$ cat src/rtl/pcie_bridge_pkg.sv
// Shared definitions for the PCIe-to-AXI-Lite bridge.
//   - TLP fmt/type constants for single-DW memory requests
//   - RX decoder state encoding (one-hot, 5 bits)
//   - Header field bit positions within the first 64-bit RX beat
//   - BAR priority encoder, also used by the completion generator
package pcie_bridge_pkg;

  // fmt[1] = with data, fmt[0] = 4DW header
  localparam logic [1:0] FmtMRd3  = 2'b00;
  localparam logic [1:0] FmtMRd4  = 2'b01;
  localparam logic [1:0] FmtMWr3  = 2'b10;
  localparam logic [1:0] FmtMWr4  = 2'b11;
  localparam logic [4:0] TypeMem  = 5'b00000;

  typedef enum logic [4:0] {
    StHdr     = 5'b00001,
    StAddr    = 5'b00010,
    StData4   = 5'b00100,
    StDiscard = 5'b01000,
    StPresent = 5'b10000
  } rx_state_e;

  // Beat 0: DW0 in [31:0], DW1 in [63:32]
  localparam int unsigned FmtMsb     = 30;
  localparam int unsigned FmtLsb     = 29;
  localparam int unsigned TypeMsb    = 28;
  localparam int unsigned TypeLsb    = 24;
  localparam int unsigned TcMsb      = 22;
  localparam int unsigned TcLsb      = 20;
  localparam int unsigned EpBit      = 14;
  localparam int unsigned AttrMsb    = 13;
  localparam int unsigned AttrLsb    = 12;
  localparam int unsigned LenMsb     = 9;
  localparam int unsigned LenLsb     = 0;
  localparam int unsigned ReqIdMsb   = 63;
  localparam int unsigned ReqIdLsb   = 48;
  localparam int unsigned TagMsb     = 47;
  localparam int unsigned TagLsb     = 40;
  localparam int unsigned FirstBeMsb = 35;
  localparam int unsigned FirstBeLsb = 32;

  // tuser sideband: BAR0..BAR5 hits; bit 8 (expansion ROM) is never a valid target
  localparam int unsigned BarHitMsb  = 7;
  localparam int unsigned BarHitLsb  = 2;

  typedef struct packed {
    logic       hit;
    logic [2:0] idx;
  } bar_enc_t;

  // Lowest-numbered BAR wins when several hit bits are set.
  function automatic bar_enc_t bar_encode(input logic [5:0] bar_hits);
    bar_enc_t r;
    r.hit = 1'b0;
    r.idx = 3'd0;
    for (int i = 5; i >= 0; i--) begin
      if (bar_hits[i]) begin
        r.hit = 1'b1;
        r.idx = 3'(i);
      end
    end
    return r;
  endfunction

endpackage

$ cat src/rtl/pcie_rx_req_decoder.sv
// Receive-side request decoder of the PCIe-to-AXI-Lite bridge.
// Parses single-DW MRd/MWr TLPs (3DW and 4DW headers) from the 64-bit RX
// AXI-Stream and presents each as one held request on mem_req_*, together
// with the completion context (cpl_*). Anything else is drained to tlast and
// counted in drop_count.
//
// Ports:
//   m_axi_aclk, m_axi_aresetn      clock, asynchronous active-low reset
//   m_axis_rx_*                    RX stream from the PCIe block (tready is registered)
//   mem_req_valid/ready            request handshake; valid held until ready
//   mem_req_bar_hit .. write_data  decoded request fields, stable while valid
//   cpl_req_id/tag/tc/attr         completion context, valid with mem_req_valid
//   drop_count                     saturating count of discarded TLPs
module pcie_rx_req_decoder
  import pcie_bridge_pkg::*;
#(
  parameter int TCQ          = 1,
  parameter int C_DATA_WIDTH = 64,
  parameter int KEEP_WIDTH   = C_DATA_WIDTH / 8
) (
  input  logic                    m_axi_aclk,
  input  logic                    m_axi_aresetn,

  input  logic [C_DATA_WIDTH-1:0] m_axis_rx_tdata,
  input  logic [KEEP_WIDTH-1:0]   m_axis_rx_tkeep,
  input  logic                    m_axis_rx_tlast,
  input  logic                    m_axis_rx_tvalid,
  output logic                    m_axis_rx_tready,
  input  logic [21:0]             m_axis_rx_tuser,

  output logic                    mem_req_valid,
  input  logic                    mem_req_ready,
  output logic [2:0]              mem_req_bar_hit,
  output logic [31:0]             mem_req_pcie_address,
  output logic [3:0]              mem_req_byte_enable,
  output logic                    mem_req_write_readn,
  output logic                    mem_req_phys_func,
  output logic [31:0]             mem_req_write_data,

  output logic [15:0]             cpl_req_id,
  output logic [7:0]              cpl_tag,
  output logic [2:0]              cpl_tc,
  output logic [1:0]              cpl_attr,

  output logic [15:0]             drop_count
);

  rx_state_e   state_q, state_d;
  logic        tready_q, tready_d;
  logic        is_write_q, is_write_d;
  logic        is_4dw_q, is_4dw_d;
  logic [2:0]  bar_q, bar_d;
  logic [31:0] addr_q, addr_d;
  logic [3:0]  be_q, be_d;
  logic [31:0] wdata_q, wdata_d;
  logic [15:0] req_id_q, req_id_d;
  logic [7:0]  tag_q, tag_d;
  logic [2:0]  tc_q, tc_d;
  logic [1:0]  attr_q, attr_d;
  logic [15:0] drop_count_q, drop_count_d;

  logic        beat;
  logic        drop_now;
  logic        exp_last;
  logic [1:0]  hdr_fmt;
  logic [4:0]  hdr_type;
  logic [9:0]  hdr_len;
  logic        hdr_ep;
  logic        hdr_ok;
  bar_enc_t    hdr_bar;

  // Inputs only partly decoded (tkeep, ROM hit, reserved header bits) and the
  // simulation-delay parameter, which the zero-delay registers do not need.
  logic unused_inputs;
  assign unused_inputs = ^{m_axis_rx_tkeep, m_axis_rx_tuser, m_axis_rx_tdata, TCQ};

  assign beat     = m_axis_rx_tvalid & tready_q;
  assign hdr_fmt  = m_axis_rx_tdata[FmtMsb:FmtLsb];
  assign hdr_type = m_axis_rx_tdata[TypeMsb:TypeLsb];
  assign hdr_len  = m_axis_rx_tdata[LenMsb:LenLsb];
  assign hdr_ep   = m_axis_rx_tdata[EpBit];
  assign hdr_bar  = bar_encode(m_axis_rx_tuser[BarHitMsb:BarHitLsb]);

  // Poisoned reads are still served; only poisoned writes are dropped.
  assign hdr_ok = (hdr_type == TypeMem) &&
                  (hdr_fmt inside {FmtMRd3, FmtMRd4, FmtMWr3, FmtMWr4}) &&
                  (hdr_len == 10'd1) && hdr_bar.hit && !(hdr_fmt[1] && hdr_ep);

  // Only a 4DW write carries a third beat; every other accepted TLP ends in ADDR.
  assign exp_last = !(is_4dw_q && is_write_q);

  always_comb begin
    state_d    = state_q;
    is_write_d = is_write_q;
    is_4dw_d   = is_4dw_q;
    bar_d      = bar_q;
    addr_d     = addr_q;
    be_d       = be_q;
    wdata_d    = wdata_q;
    req_id_d   = req_id_q;
    tag_d      = tag_q;
    tc_d       = tc_q;
    attr_d     = attr_q;
    drop_now   = 1'b0;

    unique case (state_q)
      StHdr: begin
        if (beat) begin
          is_write_d = hdr_fmt[1];
          is_4dw_d   = hdr_fmt[0];
          bar_d      = hdr_bar.idx;
          be_d       = m_axis_rx_tdata[FirstBeMsb:FirstBeLsb];
          req_id_d   = m_axis_rx_tdata[ReqIdMsb:ReqIdLsb];
          tag_d      = m_axis_rx_tdata[TagMsb:TagLsb];
          tc_d       = m_axis_rx_tdata[TcMsb:TcLsb];
          attr_d     = m_axis_rx_tdata[AttrMsb:AttrLsb];
          wdata_d    = 32'h0;
          if (m_axis_rx_tlast) begin
            drop_now = 1'b1;
          end else if (hdr_ok) begin
            state_d = StAddr;
          end else begin
            drop_now = 1'b1;
            state_d  = StDiscard;
          end
        end
      end
      StAddr: begin
        if (beat) begin
          if (is_4dw_q) begin
            addr_d = {m_axis_rx_tdata[63:34], 2'b00};
          end else begin
            addr_d = {m_axis_rx_tdata[31:2], 2'b00};
            if (is_write_q) wdata_d = m_axis_rx_tdata[63:32];
          end
          if (m_axis_rx_tlast == exp_last) begin
            state_d = m_axis_rx_tlast ? StPresent : StData4;
          end else begin
            drop_now = 1'b1;
            state_d  = m_axis_rx_tlast ? StHdr : StDiscard;
          end
        end
      end
      StData4: begin
        if (beat) begin
          wdata_d = m_axis_rx_tdata[31:0];
          if (m_axis_rx_tlast) begin
            state_d = StPresent;
          end else begin
            drop_now = 1'b1;
            state_d  = StDiscard;
          end
        end
      end
      StDiscard: begin
        if (beat && m_axis_rx_tlast) state_d = StHdr;
      end
      StPresent: begin
        if (mem_req_ready) state_d = StHdr;
      end
      default: state_d = StHdr;
    endcase
  end

  // Registered tready tracks the next state, so it drops on the edge that
  // enters PRESENT and returns the cycle after the request handshake.
  assign tready_d = (state_d != StPresent);

  assign drop_count_d = (drop_now && (drop_count_q != 16'hFFFF)) ? drop_count_q + 16'd1
                                                                 : drop_count_q;

  always_ff @(posedge m_axi_aclk or negedge m_axi_aresetn) begin
    if (!m_axi_aresetn) begin
      state_q      <= StHdr;
      tready_q     <= 1'b0;
      is_write_q   <= 1'b0;
      is_4dw_q     <= 1'b0;
      bar_q        <= 3'd0;
      addr_q       <= 32'h0;
      be_q         <= 4'h0;
      wdata_q      <= 32'h0;
      req_id_q     <= 16'h0;
      tag_q        <= 8'h0;
      tc_q         <= 3'd0;
      attr_q       <= 2'd0;
      drop_count_q <= 16'h0;
    end else begin
      state_q      <= state_d;
      tready_q     <= tready_d;
      is_write_q   <= is_write_d;
      is_4dw_q     <= is_4dw_d;
      bar_q        <= bar_d;
      addr_q       <= addr_d;
      be_q         <= be_d;
      wdata_q      <= wdata_d;
      req_id_q     <= req_id_d;
      tag_q        <= tag_d;
      tc_q         <= tc_d;
      attr_q       <= attr_d;
      drop_count_q <= drop_count_d;
    end
  end

  assign m_axis_rx_tready     = tready_q;
  assign mem_req_valid        = (state_q == StPresent);
  assign mem_req_bar_hit      = bar_q;
  assign mem_req_pcie_address = addr_q;
  assign mem_req_byte_enable  = be_q;
  assign mem_req_write_readn  = is_write_q;
  assign mem_req_phys_func    = 1'b0;
  assign mem_req_write_data   = wdata_q;
  assign cpl_req_id           = req_id_q;
  assign cpl_tag              = tag_q;
  assign cpl_tc               = tc_q;
  assign cpl_attr             = attr_q;
  assign drop_count           = drop_count_q;

endmodule

$ cat config.mk
export PLATFORM = sky130hd
export DESIGN_NAME = pcie_rx_req_decoder
export DESIGN_NICKNAME = d
export VERILOG_FILES = /design/src/rtl/pcie_bridge_pkg.sv /design/src/rtl/pcie_rx_req_decoder.sv
export SDC_FILE = /design/constraint.sdc
export NUM_CORES = 1
export LEC_CHECK = 0
export CAP_MARGIN = 20
export CORE_UTILIZATION = 47
export CTS_CLUSTER_DIAMETER = 200
export DETAILED_ROUTE_END_ITERATION = 8
export PLACE_DENSITY_LB_ADDON = 0.12
export SLEW_MARGIN = 20
export SYNTH_ARGS = -nofsm -noshare
export SYNTH_HDL_FRONTEND = slang
export SYNTH_SLANG_ARGS = --single-unit
export TNS_END_PERCENT = 100
$ cat constraint.sdc
create_clock -name m_axi_aclk -period 7.5 [get_ports m_axi_aclk]
set_clock_uncertainty 0.05 [all_clocks]
set_input_delay 0.75 -clock m_axi_aclk [delete_from_list [all_inputs] [get_ports m_axi_aclk]]
set_output_delay 0.75 -clock m_axi_aclk [all_outputs]
set_load 0.1 [all_outputs]
== Word-level counts from Yosys, hierarchy flattened ==
Index checks and enable logic that the tools add are counted.

* $add $sub $neg: 1
* Equal/unequal tests: 17
* Shift operators: 0
* Multiplexer cells: 33
* Reductions and logical operators: 17
* Div/mod/pow operators: 0
* Multiply operators: 0
* Bitwise logic cells: 1
* Magnitude comparators: 0

{| class="wikitable"
|+ Operators with widths
! kind !! number
|-
| $mux W32 || 6
|-
| $pmux W32 S3 || 1
|-
| $mux W5 || 9
|-
| $mux W4 || 8
|-
| $pmux W5 S5 || 1
|-
| $add A16 B1 Y16 const B || 1
|-
| $ne A16 B16 Y1 const B || 1
|-
| $eq A10 B1 Y1 const B || 1
|-
| $ne A2 B2 Y1 const B || 5
|-
| $logic_and A1 B1 Y1 || 8
|-
| $mux W1 || 7
|-
| $reduce_and A6 Y1 || 1
|-
| $eq A5 B1 Y1 const B || 1
|-
| $eq A5 B2 Y1 const B || 1
|-
| $eq A5 B3 Y1 const B || 1
|-
| $eq A5 B4 Y1 const B || 1
|-
| $eq A5 B5 Y1 const B || 1
|-
| $logic_not A5 Y1 || 1
|-
| $ne A5 B5 Y1 const B || 1
|-
| $eq A2 B2 Y1 const B || 2
|-
| $reduce_and A2 Y1 || 2
|-
| $reduce_bool A4 Y1 || 1
|-
| $pmux W1 S3 || 1
|-
| $reduce_bool A3 Y1 || 1
|-
| other kinds (5) || 6
|}

* Latch bits: 0
* Logic and storage cells: 82
* Memory bits (read-only): 0
* Register bits: 124
* Output and inout port bits: 120
* Memories: 0
* Memory bits (writable): 0
* Bits of input ports: 99

== Depth between registers and ports, before layout ==
Gate-level depths: netlist of run 1.

* Depth in word-level cells: 13
* Mapped depth: 10
* Mapped depth without buffers: 7

== Least setup slack after synthesis of run 1 ==
OpenSTA, ideal clock, no wires.

* Kind: register -> register
* Start point: register state_q[0]
* End point: register tready_q (netlist: m_axis_rx_tready)
* Stages on the path, launching flop included: 7
* Path slack: 4.319 ns
* Library setup time: 0.139 ns
* Arrival: 2.992 ns
* Required time: 7.311 ns
* Path buffers: 1
* Period minus slack after synthesis: 3.181 ns
* Cells stage by stage: dfstp_2 > buf_2 > nor2_1 > nand2_1 > nor2_1 > o311ai_0 > or4b_1

* Elaborated cells on any way between the ends: 13
* Classes of those cells: eq/ne: 6; mux: 7

{| class="wikitable"
|+ RTL lines
! item !! line !! source
|-
| start, declared || pcie_rx_req_decoder.sv:48 || <nowiki>rx_state_e state_q, state_d;</nowiki>
|-
| start signal, assigned || pcie_rx_req_decoder.sv:174 || <nowiki>state_q <= StHdr;</nowiki>
|-
| start signal, assigned || pcie_rx_req_decoder.sv:188 || <nowiki>state_q <= state_d;</nowiki>
|-
| $eq A5 B5 Y1 || - ||
|-
| named net mem_req_valid || pcie_rx_req_decoder.sv:31 || <nowiki>output logic mem_req_valid,</nowiki>
|-
| $pmux W5 S5 || pcie_rx_req_decoder.sv:106 || <nowiki>unique case (state_q)</nowiki>
|-
| named net state_d[0] || pcie_rx_req_decoder.sv:48 ||
|-
| $ne A5 B5 Y1 || pcie_rx_req_decoder.sv:167 || <nowiki>assign tready_d = (state_d != StPresent);</nowiki>
|-
| named net tready_d || pcie_rx_req_decoder.sv:49 || <nowiki>logic tready_q, tready_d;</nowiki>
|-
| end signal, assigned || pcie_rx_req_decoder.sv:189 || <nowiki>tready_q <= tready_d;</nowiki>
|-
| end, declared || pcie_rx_req_decoder.sv:49 ||
|}

The timed path passes the listed nets, and every way through them passes these cells.
A chain may end at the register's enable or synchronous reset.

== Final worst setup path of run 1 ==
* Start point: register state_q[1]
* End point: output mem_req_valid

* Cells in the longest elaborated chain, start to end: 1

{| class="wikitable"
|+ Ends and longest elaborated chain
! item !! line !! source
|-
| $eq A5 B5 Y1 || pcie_rx_req_decoder.sv:205 || <nowiki>assign mem_req_valid = (state_q == StPresent);</nowiki>
|-
| end, declared || pcie_rx_req_decoder.sv:31 ||
|}

No other way between the ends.

==> impl_metrics.yaml, run 1 <==
clock_network:
  cts-htree-levels: 4
  clockRootBuffer: "clkbuf_16"
  cts-root-to-sink-buffers: 2
  cts_setup_buffers: 0
  holdBufCountCts: 0
  cts.clk_slew.worst_paths_ps: 50
  cts_resized: 0
  cts_inserted_buffers: 17
  cts_tree: "yes"
  clk-insertion-delay-late_ps: 420
  cts.sinks: 122
logic_synthesis:
  asyncSetResetFlopFracSynth_pct: 100
  yosys_warnings: 0
  number_of_flops_mapped_to_enable_cells_by_yosys: 0
  postSynth.topFlopCell: "dfrtp_1"
  ys_types: 48
  netlist_area_um2: 5620
  synthCells: 517
  seq_area_frac_synth_pct: 54.4
  synth_seq_cells: 122
  avgSynthCellArea_um2: 10.9
pwr:
  power-per-cell-area_nw_per_um2: 519
  p_sw_w: 0.00230
  cellLeakagePower_nw: 3.44
  internal_power_w: 0.00197
  power.share.sequential_pct: 24.6
  share_clk_of_total_power_pct: 18.3
  irDropWorstVdd_uv: 487
  power.combinational.fraction_pct: 57.1
  power.share.switching_pct: 53.9
setup_path:
  crit-reg2reg-capture: "drop_count[14]$_DFFE_PN0P_"
  critical_path_peak_fanout: 7
  critical_path_required_ps: 6700
  timing.rr.start: "state_q[4]$_DFF_PN0_"
  reg2reg_depth: 6
  critPathKind: "flip-flop to output pin"
  reg2reg_setup_slack_ps: 4060
  worst_setup_start_kind: "flip-flop"
  endpoint_type_of_the_worst_setup_path: "output pin"
  critical_path_arrival_ps: 2660
status:
  violations_in_the_final_reports: "DRC"
  outcome: "finished, violations left"
grt:
  groute.usage.overall_pct: 26.8
  globalRoute.totalOverflow: 0
  first_global_vias: 4959
  grt_max_degree: 73
  grt_pass1_wl_mm: 25.5
  initial_antenna_violation_count: 0
timing:
  timing_worst_slew_pin_value_ps: 1040
  final-max-slew-violation-count: 0
  finalWorstPathRequiredPeriod_ps: 3460
  timing.final.crit_share_pct: 46.1
  setup_total_negative_slack_ps: 0
  setup_slack_ps: 4040
  rsz_0062_raised_after_global_routing: "no"
  timing_hold_violations_final: 0
  setup_viol_count_final: 0
  fmax_ghz: 0.289
  timing.slew.headroom_pct: 30.6
placement:
  worst_setup_slack_post_dpl_ps: 3630
  dpl.hpwl_mm: 10.6
  port-buffer-count: 191
  routability_congestion_estimate: 0.829
floorplanning:
  rows: 39
  core_area_um2: 11500
  die_w_um: 111
  floorplan.die_area_um2: 12400
  overall_die_height_um: 111
  initial_cell_density_of_the_core_pct: 48.8
  io_pins: 219
drt:
  final_antenna_net_count: 0
  route.final.wire_length_mm: 15.8
  drt-initial-drc-count: 224
  detailroute.via_count: 4751
  post_drt_via_cell_ratio: 5.56
  route.detailed.wl_per_inst_um: 18.5
  route.detailed.drc: 18
  drt_first_pass_iters: 6
cells_and_area:
  drive_above_1_share_pct: 12.0
  nNetsFinal: 803
  syn_to_final_growth_pct: 46.2
  n_antenna_cell: 0
run:
  max_cap_violations: 0
worst_hold_path:
  type_of_the_most_critical_hold_path: "primary input to async pin"
-- worst max-delay path, stage by stage, from the launching register on --
cell and delay, ps:
dfrtp_1 440, nor2_1 310, nand2_1 140, nor2_1 190, clkdlybuf4s50_1 1170
-- cells in the mapped netlist, drive strengths merged, types with 2 or more instances --
cell,count,area [um2]
dfrtp,121,3030
inv,5,18.8
nor4,5,31.3
nand2b,2,12.5
nand4b,2,17.5
nor2,45,169
o32ai,2,17.5
and3,8,50.1
mux2,37,420
xnor2,11,96.3
nand2,45,169
o21ai,35,175
clkbuf,23,86.3
and2,2,12.5
or2,2,12.5
nor4b,5,73.8
a211oi,2,20.0
nand4,6,37.5
xor2,4,35.0
a21oi,34,170
buf,13,67.6
mux2i,30,300
o31ai,2,15.0
nor3,3,15.0
a22oi,32,240
nand3,17,85.1
ha,5,62.6
a31o,2,17.5
nor2b,2,12.5
or4b,2,20.0
-- through the flow --
| stage | instance area (um2) | power, W | utilization, % | cells | hold WS [ps] |
|---|---|---|---|---|---|
| 3_5_place_dp | 7600 | 0.00349 | 66.0 | 821 | 419 |
| 5_1_grt | 8210 | 0.00440 | 71.3 | 854 | 453 |
| 2_1_floorplan | 5620 | 0.00288 | - | 519 | 404 |
| 4_1_cts | 8170 | 0.00428 | 70.9 | 852 | 432 |
| 3_3_place_gp | 7600 | 0.00345 | 66.0 | 821 | 411 |
| 6_report | 8210 | 0.00426 | 71.3 | 854 | 420 |
-- how the worst max path moves through the flow --
stage                                     from                         end  slack, ps  cells past startpoint
final                     state_q[1]$_DFF_PN0_               mem_req_valid       4040                      4
after global routing      is_4dw_q$_DFFE_PN0P_   drop_count[1]$_DFFE_PN0P_       3880                      7
after CTS                 is_4dw_q$_DFFE_PN0P_   drop_count[1]$_DFFE_PN0P_       3830                      7
after detailed placement       m_axis_rx_tlast   drop_count[1]$_DFFE_PN0P_       3630                      8
after global placement         m_axis_rx_tlast   drop_count[1]$_DFFE_PN0P_       3650                      8
after floorplan           state_q[0]$_DFF_PN1_  m_axis_rx_tready$_DFF_PN0_       4320                      6
-- layout by cell type, fill, tap and decap left out, drive strengths merged, types with 3 or more instances in the layout --
cell type and n:
o21ai 35, nor4 5, nand4 6, inv 5
clkinv 7, nor4b 5, nand2 45, nand3 17
conb 3, mux2 37, clkdlybuf4s50 190, nor3 3
a22oi 32, nor2 45, buf 7, and3 8
mux2i 30, dfrtp 121, clkbuf 22, xnor2 11
a21oi 34, ha 5, xor2 4
-- area by class of cell --
class	count	area, um2
clock inverter	9	98.8
clock buffer	22	464
tap	143	179
multi-input combinational	356	2410
sequential	122	3060
fill	860	3310
timing repair buffer	197	1980
inverter	5	18.8
-- layer usage --
layer  up-vias  share of wire [%]  global-route usage [%]
met2       153                 52                    46.7
met4         0                1.6                    9.64
li1       2219                  -                       -
met3        22                7.0                    9.13
met5         -                  0                       0
met1      2357                 40                    30.6
-- power groups by stage --
stage	Combinational [W]	Sequential (W)	Clock (W)
2_1_floorplan	0.000415	0.00246	0
3_3_place_gp	0.00241	0.00104	0
3_5_place_dp	0.00243	0.00106	0
4_1_cts	0.00244	0.00105	0.000792
5_1_grt	0.00251	0.00108	0.000819
6_report	0.00243	0.00105	0.000780
-- registers in the layout (all words and copies together) (netlist names), 3 cells and up --
| name | flops |
|---|---|
| cpl_tc | 3 |
| mem_req_pcie_address | 30 |
| mem_req_byte_enable | 4 |
| mem_req_write_data | 32 |
| cpl_req_id | 16 |
| drop_count | 16 |
| cpl_tag | 8 |
| state_q | 5 |
| mem_req_bar_hit | 3 |
-- kinds of logic (layout without fill, tap and decap cells) --
group / count (synthesis) / in the layout / synth area share [%]
AOI/OAI and AO/OA: 116 / 116 / 12.8
xor gates and xnor gates: 15 / 15 / 2.34
adders and majority gates: 5 / 5 / 1.11
buffers and inverters: 41 / 233 / 3.07
DFF: 122 / 122 / 54.4
muxes: 67 / 67 / 12.8
other: 1 / 3 / 0.0668
and+or+nand+nor: 150 / 150 / 13.4
Note: power is estimated with default switching activity, not from simulation.
==> run 2: changes to the inputs <==
Settings changed: CORE_UTILIZATION 47 to 44.
Clock period 7.5 ns to 3.3 ns, I/O delays scaled along.
==> impl_metrics.yaml, run 2 (synthesis results as in run 1) <==
setup_path:
  reg2reg_setup_slack_ps: 820
  reg2reg_depth: 5
  timing.critical_path.cells: "clkdlybuf4s50_1 -> inv_1 -> ha_1 -> nor4b_1 -> a311oi_1 -> or2_2 -> nor4b_4 -> mux2_4"
  cp-startpoint: "m_axis_rx_tlast"
  timing.rr.start: "state_q[0]$_DFF_PN1_"
  critPathKind: "primary input to flip-flop"
  critical_path_arrival_ps: 2810
  critical_path_peak_fanout: 6
  crit_end: "drop_count[14]$_DFFE_PN0P_"
  slowest_stage: "clkdlybuf4s50_1"
  cpPeakStageDelay_ps: 630
  crit-reg2reg-capture: "m_axis_rx_tready$_DFF_PN0_"
  cpLargestDelayFamily: "simple AND/OR/NAND/NOR gates"
  critical_path_required_ps: 3550
  endpoint_type_of_the_worst_setup_path: "flip-flop"
  worst_setup_start_kind: "primary input"
  worstPathBufferInverterCount: 2
  logic_depth_of_the_worst_setup_path_including_buffers: 8
worst_hold_path:
  type_of_the_most_critical_hold_path: "primary input to async pin"
cells_and_area:
  final_cell_area_um2: 8260
  layout.cells.most_common_list: "189 x clkdlybuf4s50_1, 120 x dfrtp_1, 45 x nor2_1"
  drive_above_1_share_pct: 12.9
  finish.cell_count_without_fillers: 882
  largest_register_ffs: 32
  fin_util_pct: 67.6
  nNetsFinal: 806
  fillerInstances: 1020
  mostFrequentLayoutCell: "clkdlybuf4s50_1"
  n_antenna_cell: 0
  syn_to_final_growth_pct: 47.0
status:
  violations_in_the_final_reports: "hold timing"
  outcome: "finished, violations left"
pwr:
  irDropWorstVdd_uv: 987
  total_power_w: 0.00970
  cellLeakagePower_nw: 3.45
  power.share.switching_pct: 54.2
  power.share.sequential_pct: 23.4
  internal_power_w: 0.00444
  power-per-cell-area_nw_per_um2: 1170
  share_clk_of_total_power_pct: 18.3
  p_sw_w: 0.00526
  power.combinational.fraction_pct: 58.3
floorplanning:
  overall_die_height_um: 115
  rows: 40
  die_w_um: 115
  io_pins: 219
  initial_cell_density_of_the_core_pct: 46.0
  core_area_um2: 12200
  floorplan.die_area_um2: 13200
placement:
  placedCellCount: 851
  routability_congestion_estimate: 0.894
  port-buffer-count: 191
  placed_cell_area_um2: 7680
  dpl.hpwl_mm: 11.1
clock_network:
  cts-root-to-sink-buffers: 2
  holdBufCountCts: 0
  cts_tree: "yes"
  clockRootBuffer: "clkbuf_16"
  cts_setup_buffers: 0
  cts.sinks: 122
  cts_inserted_buffers: 17
  cts_resized: 0
  cts-htree-levels: 4
  cts.clk_slew.worst_paths_ps: 50
  clk-insertion-delay-late_ps: 410
grt:
  grt_pass1_wl_mm: 26.0
  groute.usage.overall_pct: 26.0
  grt_met2_use_pct: 43.5
  initial_antenna_violation_count: 0
  use_met3_pct: 9.86
  globalRoute.totalOverflow: 0
  first_global_vias: 5046
  use_met1_pct: 30.5
  grt_max_degree: 71
  grt-busiest-layer: "met2"
timing:
  timing.slew.headroom_pct: 28.7
  timing_hold_violations_final: 7
  final-max-slew-violation-count: 0
  timing_worst_slew_pin_value_ps: 1070
  fin_worst_hold_slack_ps: -16.6
  timing.final.crit_share_pct: 77.7
  rsz_0062_raised_after_global_routing: "no"
  setup_total_negative_slack_ps: 0
  fmax_ghz: 0.390
  setup_viol_count_final: 0
  finalWorstPathRequiredPeriod_ps: 2560
drt:
  post_drt_via_cell_ratio: 5.35
  drt-initial-drc-count: 313
  route.detailed.drc: 0
  detailroute.via_count: 4717
  route.final.wire_length_mm: 16.0
  drt_first_pass_iters: 6
  route.detailed.wl_per_inst_um: 18.2
  final_antenna_net_count: 0
run:
  max_cap_violations: 0
## run 2: final cells by class
cell class / count / area (um2) / area share (%)
Tap cell: 168 / 210 / 2.55
Multi-Input combinational cell: 356 / 2410 / 29.2
Clock buffer: 21 / 480 / 5.82
Inverter: 5 / 18.8 / 0.227
Clock inverter: 10 / 93.8 / 1.14
Timing Repair Buffer: 200 / 1990 / 24.1
Sequential cell: 122 / 3060 / 37.0
## run 2: routing by layer
layer / vias to the layer above / routed length (um)
met4: 0 / 320
li1: 2222 / -
met5: - / 0
met3: 24 / 1270
met2: 165 / 7960
met1: 2306 / 6490
## run 2: per-stage QoR
stage | hold WS (ps) | setup slack, ps
after floorplan | -15.6 | 119
after global placement | 409 | 413
after detailed placement | 419 | 349
after CTS | 28.9 | 780
after global routing | 61.6 | 549
final | -16.6 | 735
## run 2: power groups by stage
stage	logic (W)	registers (W)	clock network, W
floorplan	0.000943	0.00559	0
global placement	0.00561	0.00226	0
detailed placement	0.00565	0.00229	0
CTS	0.00567	0.00228	0.00180
global route	0.00583	0.00234	0.00186
finish	0.00565	0.00227	0.00177
## run 2: worst min-delay path by stage
stage	endpoint	startpoint	cells past startpoint	slack [ps]
floorplan	cpl_attr[0]$_DFFE_PN0P_	m_axi_aresetn	0	-20
global placement	mem_req_bar_hit[1]$_DFFE_PN0P_	mem_req_bar_hit[1]$_DFFE_PN0P_	2	410
detailed placement	mem_req_pcie_address[2]$_DFFE_PN0P_	mem_req_pcie_address[2]$_DFFE_PN0P_	2	420
CTS	drop_count[11]$_DFFE_PN0P_	m_axi_aresetn	1	30
global route	drop_count[11]$_DFFE_PN0P_	m_axi_aresetn	1	60
finish	drop_count[9]$_DFFE_PN0P_	m_axi_aresetn	1	-20
==> run 3: changes to the inputs <==
Settings changed: CORE_UTILIZATION 44 to 40.
Clock period 3.3 ns to 2.1 ns, I/O delays scaled along.
==> impl_metrics.yaml, run 3 (synthesis results as in run 1) <==
clock_network:
  clk-insertion-delay-late_ps: 410
  cts.sinks: 122
  cts_inserted_buffers: 17
  cts_tree: "yes"
  cts.clk_slew.worst_paths_ps: 50
  cts-root-to-sink-buffers: 2
  cts-htree-levels: 4
  clockRootBuffer: "clkbuf_16"
drt:
  drt-initial-drc-count: 239
  route.detailed.wl_per_inst_um: 18.2
  top_layer: "met4"
  final_antenna_net_count: 0
  drt_first_pass_iters: 5
  post_drt_via_cell_ratio: 5.31
  dr_wl_met3_mm: 1.36
  detailroute.via_count: 5033
  met2_length_mm: 8.62
  route.detailed.drc: 0
  route.layer.met1.wl_mm: 7.03
  route.final.wire_length_mm: 17.2
timing:
  setup_viol_count_final: 0
  timing.slew.headroom_pct: 59.6
  fmax_ghz: 0.480
  finalWorstPathRequiredPeriod_ps: 2080
  timing_hold_violations_final: 0
  timing.final.crit_share_pct: 99.3
  final-max-slew-violation-count: 0
  rsz_0062_raised_after_global_routing: "yes"
  fin_worst_hold_slack_ps: 186
  timing_worst_slew_pin_value_ps: 606
grt:
  first_global_vias: 5146
  grt_max_degree: 51
  grt_pass1_wl_mm: 27.0
  globalRoute.totalOverflow: 0
  initial_antenna_violation_count: 0
  groute.usage.overall_pct: 24.5
worst_hold_path:
  type_of_the_most_critical_hold_path: "primary input to async pin"
placement:
  routability_congestion_estimate: 0.879
  dpl.hpwl_mm: 12.0
  port-buffer-count: 191
  placedCellCount: 906
floorplanning:
  initial_cell_density_of_the_core_pct: 41.8
  floorplan.die_area_um2: 14500
  core_area_um2: 13500
  die_w_um: 120
  overall_die_height_um: 120
  rows: 42
  io_pins: 219
status:
  outcome: "complete, no violations"
cells_and_area:
  drive_above_1_share_pct: 39.1
  layout.cells.most_common_list: "171 x buf_4, 102 x dfrtp_1, 69 x clkdlybuf4s50_1"
  fillerInstances: 1133
  n_antenna_cell: 0
  mostFrequentLayoutCell: "buf_4"
  largest_register_ffs: 32
  finish.cell_count_without_fillers: 948
  syn_to_final_growth_pct: 54.4
  nNetsFinal: 863
setup_path:
  critPathKind: "flip-flop to flip-flop"
  critical_path_arrival_ps: 2320
  critical_path_required_ps: 2340
  worst_setup_start_kind: "flip-flop"
  endpoint_type_of_the_worst_setup_path: "flip-flop"
  critical_path_peak_fanout: 2
run:
  max_cap_violations: 0
pwr:
  cellLeakagePower_nw: 3.92
  power-per-cell-area_nw_per_um2: 1760
  irDropWorstVdd_uv: 1560
run 3: worst max-delay path: stages (launching register included):
cell and delay [ps]:
dfrtp_4 480, nand2_4 80, ha_4 210, nor4b_4 220
a311oi_2 70, or2_4 300, nor4b_4 240, mux2_4 320
run 3: what timing repair did:
| action | CTS | global route |
|---|---|---|
| pin swaps | 7 | 6 |
| gates cloned | 1 | 0 |
| endpoints found under the hold margin | 102 | 0 |
| hold buffers | 1 | 0 |
| endpoints found under the setup margin | 33 | 55 |
| setup buffers | 4 | 4 |
| gates resized for setup | 8 | 12 |
run 3: path summary, 6_finish.rpt:
kind,from,to,slack (ps),cells after the start
max,mem_req_write_readn$_DFFE_PN0P_,drop_count[14]$_DFFE_PN0P_,20,7
min,m_axi_aresetn,mem_req_bar_hit[0]$_DFFE_PN0P_,190,2
max reg2reg,mem_req_write_readn$_DFFE_PN0P_,drop_count[14]$_DFFE_PN0P_,20,7
min reg2reg,mem_req_bar_hit[0]$_DFFE_PN0P_,mem_req_bar_hit[0]$_DFFE_PN0P_,430,2
max in group asynchronous,m_axi_aresetn,drop_count[8]$_DFFE_PN0P_,1230,3
min in group m_axi_aclk,m_axis_rx_tdata[0],mem_req_write_data[0]$_DFFE_PN0P_,280,3
run 3: stage by stage:
step	worst slack, ps	instance area [um2]	total power, W	setup TNS, ps	utilization [%]
global route	-86.5	8670	0.0158	-528	64.5
CTS	-18.1	8580	0.0153	-18.1	63.8
global placement	-512	7950	0.0125	-7360	59.1
finish	15.3	8670	0.0153	0	64.5
floorplan	-177	5750	0.0104	-1120	-
detailed placement	-566	7950	0.0126	-8480	59.1
run 3: layout make-up:
| class | instances | area (um2) | area share [%] |
|---|---|---|---|
| repair buffers | 257 | 2250 | 25.9 |
| inverters | 5 | 18.8 | 0.216 |
| well taps | 176 | 220 | 2.54 |
| clock inverters | 7 | 40.0 | 0.462 |
| multi-input cells | 356 | 2560 | 29.5 |
| clock buffers | 25 | 505 | 5.83 |
| flip-flops and latches | 122 | 3080 | 35.6 |
run 3: metal layers:
metal | global-route usage [%] | vias to the layer above
li1 | - | 2349
met1 | 29.9 | 2505
met2 | 40.3 | 164
met3 | 8.21 | 15
met4 | 8.80 | 0
met5 | 0 | -
run 3: where the power goes:
part | switching (W) | internal, W | leakage [nW]
Sequential | 0.000500 | 0.00313 | 1.52
Clock | 0.00100 | 0.00165 | 0.269
Combinational | 0.00685 | 0.00213 | 2.14
Total | 0.00835 | 0.00691 | 3.92
